File: src/rtl/ccff_bitstream_loader_pkg.sv
// rtl/ccff_bitstream_loader_pkg.sv - loader FSM states and CRC-16-CCITT constants
// Shared by the loader top and the serial CRC helper.
package ccff_loader_pkg;

    typedef enum logic [2:0] {
        IDLE,
        LOAD,
        SHIFT,
        VERIFY,
        DONE
    } state_t;

    localparam logic [15:0] CRC_POLY = 16'h1021;
    localparam logic [15:0] CRC_INIT = 16'hFFFF;

    // One MSB-first serial step of CRC-16-CCITT.
    function automatic logic [15:0] crc16_step(input logic [15:0] crc, input logic b);
        logic fb;
        fb = crc[15] ^ b;
        return {crc[14:0], 1'b0} ^ (fb ? CRC_POLY : 16'h0000);
    endfunction

endpackage

File: src/rtl/ccff_bitstream_loader_if.sv
// rtl/ccff_bitstream_loader_if.sv - bitstream word valid/ready port
// The source drives valid and word; the loader answers with ready.
interface ccff_bitstream_loader_if #(
    parameter int WORD_W = 8
);
    logic              cfg_word_valid;
    logic [WORD_W-1:0] cfg_word;
    logic              cfg_word_ready;

    modport master (
        output cfg_word_valid,
        output cfg_word,
        input  cfg_word_ready
    );

    modport slave (
        input  cfg_word_valid,
        input  cfg_word,
        output cfg_word_ready
    );
endinterface

File: src/rtl/ccff_bitstream_loader_crc16.sv
// rtl/ccff_bitstream_loader_crc16.sv - serial CRC-16-CCITT accumulator (CCFF_VERIFY_EN builds only)
// Folds one bit per enabled cycle; clr reloads the initial value.
`ifdef CCFF_VERIFY_EN
module ccff_crc16_serial
    import ccff_loader_pkg::*;
(
    input  logic        prog_clk,
    input  logic        pReset_n,
    input  logic        clr,
    input  logic        en,
    input  logic        bit_in,
    output logic [15:0] crc
);
    logic [15:0] r_crc;

    always_ff @(posedge prog_clk or negedge pReset_n) begin
        if (!pReset_n) begin
            r_crc <= CRC_INIT;
        end else if (clr) begin
            r_crc <= CRC_INIT;
        end else if (en) begin
            r_crc <= crc16_step(r_crc, bit_in);
        end
    end

    assign crc = r_crc;
endmodule
`endif

File: src/rtl/ccff_bitstream_loader.sv
// rtl/ccff_bitstream_loader.sv - serialises bitstream words MSB-first into the config chain
// CCFF_VERIFY_EN adds a rotate-back pass that compares tx/rx CRCs of the chain contents.
module ccff_bitstream_loader
    import ccff_loader_pkg::*;
#(
    parameter int CHAIN_LEN = 4,
    parameter int WORD_W    = 8
)(
    input  logic                    prog_clk,
    input  logic                    pReset_n,
    input  logic                    cfg_start,
    ccff_bitstream_loader_if.slave  s_word,
    output logic                    ccff_head,
    input  logic                    ccff_tail,
    output logic                    ccff_shift_en,
    output logic                    cfg_busy,
    output logic                    cfg_done,
    output logic                    cfg_error
);
    localparam int CNT_W = $clog2(CHAIN_LEN + 1);
    localparam int IDX_W = (WORD_W > 1) ? $clog2(WORD_W) : 1;
    localparam logic [CNT_W-1:0] LAST_CNT = CNT_W'(CHAIN_LEN - 1);
    localparam logic [IDX_W-1:0] TOP_IDX  = IDX_W'(WORD_W - 1);

    state_t            r_state;
    state_t            w_state_nxt;
    logic [WORD_W-1:0] r_word;
    logic [IDX_W-1:0]  r_bit_idx;   // word bit currently presented on ccff_head
    logic [CNT_W-1:0]  r_count;     // shifts completed in the current phase
    logic              r_head;
    logic              r_shift_en;
    logic              w_start;
    logic              w_accept;
    logic              w_last_shift;
    logic              w_last_bit;
    logic              w_head_nxt;
    logic              w_shift_en_nxt;
    logic [IDX_W-1:0]  w_idx_m1;

    assign w_start      = cfg_start && (r_state == IDLE);
    assign w_accept     = (r_state == LOAD) && s_word.cfg_word_valid;
    assign w_last_shift = (r_count == LAST_CNT);
    assign w_last_bit   = (r_bit_idx == '0);
    assign w_idx_m1     = r_bit_idx - 1'b1;

    always_ff @(posedge prog_clk or negedge pReset_n) begin
        if (!pReset_n) begin
            r_state <= IDLE;
        end else begin
            r_state <= w_state_nxt;
        end
    end

    always_comb begin
        w_state_nxt = r_state;
        case (r_state)
            IDLE:  if (cfg_start) w_state_nxt = LOAD;
            LOAD:  if (s_word.cfg_word_valid) w_state_nxt = SHIFT;
            SHIFT: begin
                if (w_last_shift) begin
`ifdef CCFF_VERIFY_EN
                    w_state_nxt = VERIFY;
`else
                    w_state_nxt = DONE;
`endif
                end else if (w_last_bit) begin
                    w_state_nxt = LOAD;
                end
            end
`ifdef CCFF_VERIFY_EN
            VERIFY: if (w_last_shift) w_state_nxt = DONE;
`endif
            DONE:    w_state_nxt = IDLE;
            default: w_state_nxt = IDLE;
        endcase
    end

    // Head and shift enable are computed one cycle ahead and registered.
    always_comb begin
        w_shift_en_nxt        = 1'b0;
        w_head_nxt            = 1'b0;
        s_word.cfg_word_ready = 1'b0;
        cfg_busy              = (r_state != IDLE);
        cfg_done              = (r_state == DONE);
        case (r_state)
            LOAD: begin
                s_word.cfg_word_ready = 1'b1;
                if (s_word.cfg_word_valid) begin
                    w_shift_en_nxt = 1'b1;
                    w_head_nxt     = s_word.cfg_word[WORD_W-1];
                end
            end
            SHIFT: begin
`ifdef CCFF_VERIFY_EN
                w_shift_en_nxt = w_last_shift || !w_last_bit;
`else
                w_shift_en_nxt = !w_last_shift && !w_last_bit;
`endif
                if (!w_last_shift && !w_last_bit) begin
                    w_head_nxt = r_word[w_idx_m1];
                end
            end
`ifdef CCFF_VERIFY_EN
            VERIFY: w_shift_en_nxt = !w_last_shift;
`endif
            default: ;
        endcase
    end

    always_ff @(posedge prog_clk or negedge pReset_n) begin
        if (!pReset_n) begin
            r_word     <= '0;
            r_bit_idx  <= '0;
            r_count    <= '0;
            r_head     <= 1'b0;
            r_shift_en <= 1'b0;
        end else begin
            r_head     <= w_head_nxt;
            r_shift_en <= w_shift_en_nxt;
            if (w_start) begin
                r_count <= '0;
            end
            if (w_accept) begin
                r_word    <= s_word.cfg_word;
                r_bit_idx <= TOP_IDX;
            end else if (r_state == SHIFT) begin
                r_bit_idx <= w_idx_m1;
                r_count   <= w_last_shift ? '0 : r_count + 1'b1;
            end
`ifdef CCFF_VERIFY_EN
            else if (r_state == VERIFY) begin
                r_count <= r_count + 1'b1;
            end
`endif
        end
    end

    assign ccff_shift_en = r_shift_en;

`ifdef CCFF_VERIFY_EN
    logic [15:0] w_tx_crc;
    logic [15:0] w_rx_crc;
    logic        w_tx_en;
    logic        w_rx_en;
    logic        w_mismatch;
    logic        r_error;

    // Rotating the chain returns its bits in send order, so both CRCs must agree.
    assign ccff_head  = (r_state == VERIFY) ? ccff_tail : r_head;
    assign w_tx_en    = (r_state == SHIFT) && r_shift_en;
    assign w_rx_en    = (r_state == VERIFY) && r_shift_en;
    assign w_mismatch = (w_tx_crc != w_rx_crc);

    ccff_crc16_serial u_tx_crc (
        .prog_clk (prog_clk),
        .pReset_n (pReset_n),
        .clr      (w_start),
        .en       (w_tx_en),
        .bit_in   (r_head),
        .crc      (w_tx_crc)
    );

    ccff_crc16_serial u_rx_crc (
        .prog_clk (prog_clk),
        .pReset_n (pReset_n),
        .clr      (w_start),
        .en       (w_rx_en),
        .bit_in   (ccff_tail),
        .crc      (w_rx_crc)
    );

    always_ff @(posedge prog_clk or negedge pReset_n) begin
        if (!pReset_n) begin
            r_error <= 1'b0;
        end else if (w_start) begin
            r_error <= 1'b0;
        end else if ((r_state == DONE) && w_mismatch) begin
            r_error <= 1'b1;
        end
    end

    assign cfg_error = r_error || ((r_state == DONE) && w_mismatch);
`else
    logic w_unused_tail;
    assign w_unused_tail = ccff_tail;
    assign ccff_head     = r_head;
    assign cfg_error     = 1'b0;
`endif

endmodule

File: src/flat_wrapper.sv
// flat-port wrapper written by rule: the top's interface ports become plain ports
module ccff_bitstream_loader_flat import ccff_loader_pkg::*;
#(
    parameter int CHAIN_LEN = 4,
    parameter int WORD_W    = 8
)
  (prog_clk, pReset_n, cfg_start, ccff_head, ccff_tail, ccff_shift_en, cfg_busy, cfg_done, cfg_error, s_word_cfg_word_valid, s_word_cfg_word, s_word_cfg_word_ready);
  ccff_bitstream_loader_if #(.WORD_W(WORD_W)) s_word_i ();
  input  logic prog_clk;
  input  logic pReset_n;
  input  logic cfg_start;
  output logic ccff_head;
  input  logic ccff_tail;
  output logic ccff_shift_en;
  output logic cfg_busy;
  output logic cfg_done;
  output logic cfg_error;
  input wire logic [$bits(s_word_i.cfg_word_valid)-1:0] s_word_cfg_word_valid;
  input wire logic [$bits(s_word_i.cfg_word)-1:0] s_word_cfg_word;
  output wire logic [$bits(s_word_i.cfg_word_ready)-1:0] s_word_cfg_word_ready;
  assign s_word_i.cfg_word_valid = s_word_cfg_word_valid;
  assign s_word_i.cfg_word = s_word_cfg_word;
  assign s_word_cfg_word_ready = s_word_i.cfg_word_ready;
  ccff_bitstream_loader #(.CHAIN_LEN(CHAIN_LEN), .WORD_W(WORD_W)) u_core (.prog_clk(prog_clk), .pReset_n(pReset_n), .cfg_start(cfg_start), .s_word(s_word_i), .ccff_head(ccff_head), .ccff_tail(ccff_tail), .ccff_shift_en(ccff_shift_en), .cfg_busy(cfg_busy), .cfg_done(cfg_done), .cfg_error(cfg_error));
endmodule
File: config.mk
export PLATFORM = sky130hd
export DESIGN_NAME = ccff_bitstream_loader_flat
export DESIGN_NICKNAME = d
export VERILOG_FILES = /design/src/rtl/ccff_bitstream_loader_pkg.sv /design/src/rtl/ccff_bitstream_loader_if.sv /design/src/rtl/ccff_bitstream_loader_crc16.sv /design/src/rtl/ccff_bitstream_loader.sv /design/src/flat_wrapper.sv
export SDC_FILE = /design/constraint.sdc
export NUM_CORES = 1
export LEC_CHECK = 0
export ABC_AREA = 1
export CAP_MARGIN = 40
export CORE_AREA = 2 2 56 58
export CTS_CLUSTER_SIZE = 10
export DETAILED_ROUTE_END_ITERATION = 7
export DIE_AREA = 0 0 58 60
export SETUP_SLACK_MARGIN = 0.5
export SLEW_MARGIN = 5
export SYNTH_ARGS = -nofsm -noshare
export SYNTH_HDL_FRONTEND = slang
export SYNTH_SLANG_ARGS = --single-unit
File: constraint.sdc
create_clock -name prog_clk -period 2.27 [get_ports prog_clk]
set_input_delay 0.454 -clock prog_clk [delete_from_list [all_inputs] [get_ports prog_clk]]
set_output_delay 0.454 -clock prog_clk [all_outputs]
set_load 0.005 [all_outputs]
==> PnR_summary.wiki, run 1 <==
{| class="wikitable"
! Metric !! Value
|-
| Run status || completed
|-
| Slowest cell on the critical path || sky130_fd_sc_hd__dfrtp_2
|-
| Placed wire-length estimate after detailed placement || 1230 um
|-
| Mapped Nets || 127
|-
| Unique masters post-synth || 21
|-
| Number of sinks on the clock net || 19
|-
| Yosys top cell by area || sky130_fd_sc_hd__dfrtp_1
|-
| DIE WIDTH || 58 um
|-
| Routed wire per std cell || 9.99 um
|-
| Via count || 741
|-
| Cell count after synthesis || 111
|-
| Number of I/O pins || 19
|-
| Launching element type of the critical path || register
|-
| Worst path max stage delay || 430 ps
|-
| Crit-path max FO || 3
|-
| Highest metal layer with signal wires || met4
|-
| Floorplan Core Area || 0.00290 mm^2
|-
| Unrepaired setup endpoints after global routing || yes
|-
| Portion of the post-synthesis area used by sequential elements || 0.511
|-
| WHS Endpoint || u_core.r_state[2]$_DFFE_PN0P_
|-
| Period Utilization, post-route || 0.768
|-
| Initial antenna violation count || 0
|-
| Number of buffers and inverters on the critical path || 2
|-
| TritonCTS clock tree || yes
|-
| Max-cap viol count || 0
|-
| Prevailing post-synth register cell || sky130_fd_sc_hd__dfrtp_1
|-
| Fraction of final layout cells with drive strength greater than 1 || 0.152
|-
| Count of cell instances traversed by the critical path || 3
|-
| Initial core utilization || 0.321
|-
| Height of the die || 60 um
|-
| First-pass GRT wire length || 2900 um
|-
| Post-synth ARST share || 1.00
|-
| Terminus of the critical flop-to-flop path || u_core.ccff_head$_DFF_PN0_
|-
| Fraction of post-synthesis cell area in the top cell type by area || 0.511
|-
| Fmax achieved || 573 MHz
|-
| Worst EP required || 1820 ps
|-
| Hold buffer count at cts || 0
|-
| Area added between synthesis and finish || 27.0%
|-
| Cell count of the worst hold path || 1
|-
| Syn Area/Cell || 8.39 um^2
|-
| Source-to-sink clock delay at the later pin of the worst-skew pair || 290 ps
|-
| Number of port buffers || 16
|-
| Cell chosen for the clock root || sky130_fd_sc_hd__clkbuf_4
|-
| Number of buffers between clock root and the deepest sink || 2
|-
| Die Outline Area || 0.00348 mm^2
|-
| Total of endpoints with negative setup slack in the final report || 0
|-
| Global placer's final weighted congestion || 0.778
|-
| Worst path arrival time || 1290 ps
|-
| Biggest area contributors in the synthesized netlist || sky130_fd_sc_hd__dfrtp_1 (51%), sky130_fd_sc_hd__nand2_1 (12%), sky130_fd_sc_hd__inv_1 (8.5%)
|-
| Wire length after detailed routing || 1650 um
|-
| LEAKAGE || 0.613 nW
|-
| Number of CTS-inserted buffers || 3
|-
| Multi-input gate area || 370 um^2
|-
| Worst min-delay path startpoint || u_core.r_count[2]$_DFF_PN0_
|-
| Final Hold Slack || 456 ps
|-
| FF-to-FF path depth || 7
|-
| Depth of the CTS H-tree || 1
|-
| Violation count after the first detailed-routing iteration || 17
|-
| Sequential cell area in the final layout || 477 um^2
|-
| Max-slew violation count || 0
|-
| Setup skew after layout || 4.10 ps
|-
| Yosys warning total || 0
|-
| Power per cell area || 1160 mW/mm^2
|-
| Post-CTS clock slew at the launch and capture registers of the worst setup and hold paths || 100 ps
|-
| M1 WL || 770 um
|-
| Category of the most critical setup path || register to output port
|-
| Setup slack of the worst register-to-register path || 760 ps
|-
| Dominant delay contributor by cell family on the critical path || flip-flops
|-
| Number of filler instances in the final layout || 290
|-
| Cell-by-cell listing of the critical path || buf_4, nor3_1, dlygate4sd2_1
|-
| Largest voltage drop on the vdd net || 0.701 mV
|-
| Count of antenna-violating nets left after detailed routing || 0
|-
| Count of final hold-check violations || 0
|-
| Number of flops mapped to enable cells by yosys || 0
|-
| Antenna cells || 0
|-
| Detailed-route vias per instance || 4.49
|-
| Shortest clock period the worst path allows after layout || 1740 ps
|-
| Worst hold path class || register to register
|-
| Post-detailed-route DRC marker count || 0
|-
| Setup Total Neg Slack || 0 ps
|-
| Metal3 WL || 92 um
|-
| Largest net degree at the start of global routing || 20
|-
| Aggregate global routing overflow || 0
|-
| Post-synthesis cell area || 931 um^2
|-
| Routed length on met2 || 774 um
|-
| Floorplan row count || 20
|-
| Beginning of the worst register-to-register path || u_core.r_bit_idx[0]$_DFFE_PN0P_
|-
| Critical path endpoint category || output port
|-
| Nets@finish || 149
|-
| Global Route Usage Sum || 0.112
|-
| Number of flip-flops and latches in the synthesized netlist || 19
|-
| TritonRoute pass-1 iters || 4
|-
| Number of global-route vias before repair || 715
|}
## sequential cells by signal (all words and copies together) (netlist names)
name,flops
u_core.r_count,3
u_core.r_state,3
u_core.r_bit_idx,3
u_core.ccff_shift_en,1
u_core.ccff_head,1
u_core.r_word,8
## power breakdown
group	total (W)	internal (W)	leakage, nW	switching [W]
Combinational	0.000659	0.000285	0.364	0.000373
Clock	0.000167	0.0000684	0.0150	0.0000991
Sequential	0.000548	0.000475	0.234	0.0000729
Total	0.00137	0.000829	0.613	0.000545
## cells in the mapped netlist (2+ instances only)
library cell / count
sky130_fd_sc_hd__nand2_1: 29
sky130_fd_sc_hd__dfrtp_1: 19
sky130_fd_sc_hd__o21ai_2: 2
sky130_fd_sc_hd__inv_1: 21
sky130_fd_sc_hd__a22oi_1: 2
sky130_fd_sc_hd__nand3_1: 7
sky130_fd_sc_hd__o21ai_0: 8
sky130_fd_sc_hd__nor2_1: 4
sky130_fd_sc_hd__nor3_1: 3
sky130_fd_sc_hd__nor2_2: 2
sky130_fd_sc_hd__ha_1: 3
sky130_fd_sc_hd__nand2_2: 2
## through the flow
step / power, W / setup slack [ps] / util / instance area, um^2 / std cells
finish: 0.00137 / 526 / 0.407 / 1180 / 165
detailed placement: 0.00117 / 546 / 0.386 / 1120 / 159
floorplan: 0.000988 / 937 / - / 931 / 111
global route: 0.00153 / 393 / 0.407 / 1180 / 165
global placement: 0.00115 / 571 / 0.386 / 1120 / 159
CTS: 0.00138 / 352 / 0.402 / 1170 / 164
## per-layer routing
| metal | track usage | vias to the layer above |
|---|---|---|
| met5 | 0 | - |
| met3 | 0.0455 | 2 |
| met4 | 0.0299 | 0 |
| met1 | 0.132 | 346 |
| li1 | - | 379 |
| met2 | 0.188 | 14 |
## cell families after synthesis
kind of cell / count (synthesis) / share of synthesized area
and+or+nand+nor: 49 / 0.237
AOI/OAI and AO/OA: 15 / 0.0968
DFF: 19 / 0.511
buffers and inverters: 24 / 0.112
other: 1 / 0.00403
adders and majority gates: 3 / 0.0403
## placed cells by master (no fill, tap or decap), types with 2 or more instances in the layout
master                            instances
sky130_fd_sc_hd__nand2_1                 29
sky130_fd_sc_hd__inv_2                    3
sky130_fd_sc_hd__dlygate4sd2_1            2
sky130_fd_sc_hd__dfrtp_1                 18
sky130_fd_sc_hd__o21ai_0                  8
sky130_fd_sc_hd__o21ai_2                  2
sky130_fd_sc_hd__ha_1                     3
sky130_fd_sc_hd__nand3_1                  7
sky130_fd_sc_hd__a22oi_1                  2
sky130_fd_sc_hd__clkbuf_4                 3
sky130_fd_sc_hd__buf_4                    3
sky130_fd_sc_hd__nor2_1                   4
sky130_fd_sc_hd__nand2_2                  2
sky130_fd_sc_hd__nor2_2                   2
sky130_fd_sc_hd__nor3_1                   2
sky130_fd_sc_hd__inv_1                   18
sky130_fd_sc_hd__clkdlybuf4s50_1         13
## timing repair
action,in CTS,in global routing
pin swaps,1,1
setup endpoints to repair,3,1
resized for setup,8,2
buffers inserted,1,1
hold endpoints to repair,0,0
## layout make-up
class | instances | area share
inverters | 22 | 0.0720
multi-input cells | 68 | 0.313
clock buffers | 4 | 0.0222
flip-flops and latches | 19 | 0.403
well taps | 33 | 0.0349
repair buffers | 19 | 0.154
## how the worst max path moves through the flow
stage	start	end	slack [ps]
after floorplan	u_core.r_bit_idx[0]$_DFFE_PN0P_	u_core.ccff_head$_DFF_PN0_	940
after global placement	s_word_cfg_word_valid	u_core.r_word[6]$_DFFE_PN0P_	570
after detailed placement	s_word_cfg_word_valid	u_core.r_bit_idx[2]$_DFFE_PN0P_	550
after CTS	u_core.r_state[1]$_DFFE_PN0P_	cfg_busy	350
after global routing	u_core.r_state[0]$_DFFE_PN0P_	cfg_done	390
final	u_core.r_state[0]$_DFFE_PN0P_	cfg_done	530
Note: power is estimated with default switching activity, not from simulation.
==> inputs of run 2 (changes only) <==
Clock period 2.27 ns to 1.4 ns, I/O delays scaled along.
==> run 2 against run 1 <==
Core utilization up 14 points. Count of clock-buffer cells in the layout is the same. The flow now finishes with violations (setup timing). Register-to-register slack got worse by 790 ps. Largest power group unchanged. Combinational power grew to 3.2 times the previous value. Die area unchanged. Wire length rose by 41%. Setup slack got worse by 600 ps.
==> PnR_summary.wiki, run 2 (synthesis gave the netlist of run 1 again) <==
{| class="wikitable"
! Metric !! Value
|-
| Logic pwr share || 0.648 (was 0.479)
|-
| TritonRoute pass-1 iters || 4 (unchanged)
|-
| Final core utilization || 0.552 (was 0.407)
|-
| Number of global-route vias before repair || 898 (was 715)
|-
| Beginning of the worst register-to-register path || u_core.r_state[1]$_DFFE_PN0P_ (was u_core.r_bit_idx[0]$_DFFE_PN0P_)
|-
| Net Sw Frac || 0.390 (was 0.397)
|-
| Reg with most FFs || u_core.r_word (unchanged)
|-
| Fraction of final layout cells with drive strength greater than 1 || 0.506 (was 0.152)
|-
| Power per cell area || 2040 mW/mm^2 (was 1160 mW/mm^2)
|-
| Placed wire-length estimate after detailed placement || 1390 um (was 1230 um)
|-
| Launching element type of the critical path || register (unchanged)
|-
| Worst EP required || 1120 ps (was 1820 ps)
|-
| Met3 Track Usage GR || 0.0498 (was 0.0455)
|-
| Switching power summed over all nets || 0.00127 W (was 0.000545 W)
|-
| Largest net degree at the start of global routing || 20 (unchanged)
|-
| Hold buffer count at cts || 0 (unchanged)
|-
| Post-CTS clock slew at the launch and capture registers of the worst setup and hold paths || 100 ps (about the same)
|-
| Die Outline Area || 0.00348 mm^2 (unchanged)
|-
| Most used cells in the layout excluding fill and tap cells || sky130_fd_sc_hd__nand2_1 (20), sky130_fd_sc_hd__buf_6 (20), sky130_fd_sc_hd__dfrtp_1 (18) (was sky130_fd_sc_hd__nand2_1 (29), sky130_fd_sc_hd__inv_1 (18), sky130_fd_sc_hd__dfrtp_1 (18))
|-
| Shortest clock period the worst path allows after layout || 1470 ps
|-
| Setup slack of the critical path after layout || -72.4 ps (was 526 ps)
|-
| Nets@finish || 175 (was 149)
|-
| Fmax achieved || 679 MHz
|-
| Aggregate global routing overflow || 0 (unchanged)
|-
| Unrepaired setup endpoints after global routing || yes (unchanged)
|-
| Non-filler cells in the finished layout || 191 (was 165)
|-
| Crit-path max FO || 2 (was 3)
|-
| Number of instances in the placed design || 166 (was 159)
|-
| Initial antenna violation count || 0 (unchanged)
|-
| Area added between synthesis and finish || 72.0% (was 27.0%)
|-
| Total of endpoints with negative setup slack in the final report || 11 (was 0)
|-
| Number of CTS-inserted buffers || 3 (unchanged)
|-
| Max-slew violation count || 0 (unchanged)
|-
| Pint || 0.00199 W (was 0.000829 W)
|-
| Via count || 865 (was 741)
|-
| Detailed-route vias per instance || 4.53 (was 4.49)
|-
| Number of sinks on the clock net || 19 (unchanged)
|-
| Grt met2 use || 0.278 (was 0.188)
|-
| Antenna cells || 0 (unchanged)
|-
| Run status || complete, but fails checks (was completed)
|-
| Global-route met1 utilization || 0.161 (was 0.132)
|-
| Setup skew after layout || 0.698 ps (was 4.10 ps)
|-
| Clock network fraction of total power || 0.085 (was 0.122)
|-
| Global Route Usage Sum || 0.151 (was 0.112)
|-
| Critical path endpoint category || output port (unchanged)
|-
| Cell chosen for the clock root || sky130_fd_sc_hd__clkbuf_4 (unchanged)
|-
| Count of final hold-check violations || 0 (unchanged)
|-
| Period Utilization, post-route || 1.05
|-
| Category of the most critical setup path || register to output port (unchanged)
|-
| Number of I/O pins || 19 (unchanged)
|-
| Flip-flop count of the largest register, all copies and words added || 8 (unchanged)
|-
| Height of the die || 60 um (unchanged)
|-
| Largest voltage drop on the vdd net || 1.32 mV (was 0.701 mV)
|-
| TritonCTS clock tree || yes (unchanged)
|-
| First-pass GRT wire length || 3840 um (was 2900 um)
|-
| Routed wire per std cell || 12.2 um (was 9.99 um)
|-
| Worst hold path class || input pin to asynchronous set/reset pin (was register to register)
|-
| Power share of the sequential group || 0.267 (was 0.399)
|-
| Post-detailed-route DRC marker count || 0 (unchanged)
|-
| Count of antenna-violating nets left after detailed routing || 0 (unchanged)
|-
| Wire length after detailed routing || 2330 um (was 1650 um)
|-
| Depth of the CTS H-tree || 1 (unchanged)
|-
| Initial core utilization || 0.321 (unchanged)
|-
| DIE WIDTH || 58 um (unchanged)
|-
| Floorplan row count || 20 (unchanged)
|-
| Max-cap viol count || 0 (unchanged)
|-
| Violations in the final reports || setup timing
|-
| Final Hold Slack || 309 ps (was 456 ps)
|-
| Number of port buffers || 16 (unchanged)
|-
| Most Used Layer, Global Route || met2 (unchanged)
|-
| Terminus of the critical flop-to-flop path || u_core.r_word[1]$_DFFE_PN0P_ (was u_core.ccff_head$_DFF_PN0_)
|-
| Global placer's final weighted congestion || 0.769 (was 0.778)
|-
| FF-to-FF path depth || 10 (was 7)
|-
| Number of buffers between clock root and the deepest sink || 2 (unchanged)
|-
| Floorplan Core Area || 0.00290 mm^2 (unchanged)
|-
| Source-to-sink clock delay at the later pin of the worst-skew pair || 290 ps (about the same)
|-
| Violation count after the first detailed-routing iteration || 19 (was 17)
|-
| Worst path arrival time || 1190 ps (was 1290 ps)
|-
| LEAKAGE || 0.784 nW (was 0.613 nW)
|-
| Number of filler instances in the final layout || 268 (was 290)
|-
| Setup slack of the worst register-to-register path || -30 ps (was 760 ps)
|}
==> run 2: timing repair <==
action | 4_1_cts | 5_1_grt
setup endpoints to repair | 24 | 24
pin swaps | 11 | 3
buffers inserted | 19 | 2
gates resized for setup | 62 | 12
==> run 2: layout make-up <==
type	count	area [um^2]	area share
flip-flops and latches	19	477	0.298
inverters	22	97.6	0.0609
multi-input cells	68	509	0.318
well taps	33	41.3	0.0258
clock buffers	4	26.3	0.0164
repair buffers	45	450	0.281
==> run 2: how the worst max path moves through the flow <==
stage	depth (start not counted)	slack [ps]	start	endpoint
after detailed placement	2	-20	u_core.r_state[0]$_DFFE_PN0P_	cfg_done
after floorplan	7	180	u_core.r_bit_idx[0]$_DFFE_PN0P_	u_core.ccff_head$_DFF_PN0_
after CTS	4	-80	u_core.r_state[1]$_DFFE_PN0P_	cfg_done
final	4	-70	u_core.r_state[1]$_DFFE_PN0P_	cfg_busy
after global placement	2	4	u_core.r_state[0]$_DFFE_PN0P_	cfg_done
after global routing	4	-130	u_core.r_state[1]$_DFFE_PN0P_	cfg_busy
==> run 2: metal layers <==
| metal | part of all wire | up-vias |
|---|---|---|
| met5 | 0 | - |
| met4 | 0.027 | 0 |
| met3 | 0.043 | 6 |
| met2 | 0.54 | 20 |
| met1 | 0.39 | 401 |
| li1 | - | 438 |
==> run 2: power groups by stage <==
| stage | combinational [W] | clock (W) | sequential, W |
|---|---|---|---|
| 4_1_cts | 0.00196 | 0.000292 | 0.000873 |
| 5_1_grt | 0.00234 | 0.000318 | 0.000895 |
| 6_report | 0.00211 | 0.000277 | 0.000872 |
| 2_1_floorplan | 0.000882 | 0 | 0.000892 |
| 3_3_place_gp | 0.00129 | 0 | 0.000885 |
| 3_5_place_dp | 0.00132 | 0 | 0.000897 |
==> run 2: worst max-delay path: stages (launching register included) <==
cell                      delay, ps
sky130_fd_sc_hd__dfrtp_1        400
sky130_fd_sc_hd__buf_6          130
sky130_fd_sc_hd__nor3_4         180
sky130_fd_sc_hd__inv_2           50
sky130_fd_sc_hd__buf_2          130
==> run 2: metrics by stage <==
| step | TNS [ps] | cell area (um^2) | worst slack, ps | total power (W) |
|---|---|---|---|---|
| after floorplan | 0 | 997 | 181 | 0.00177 |
| after global placement | 0 | 1240 | 4.20 | 0.00217 |
| after detailed placement | -25.0 | 1240 | -25.0 | 0.00222 |
| after CTS | -163 | 1540 | -82.4 | 0.00312 |
| after global routing | -862 | 1600 | -130 | 0.00355 |
| final | -281 | 1600 | -72.4 | 0.00326 |
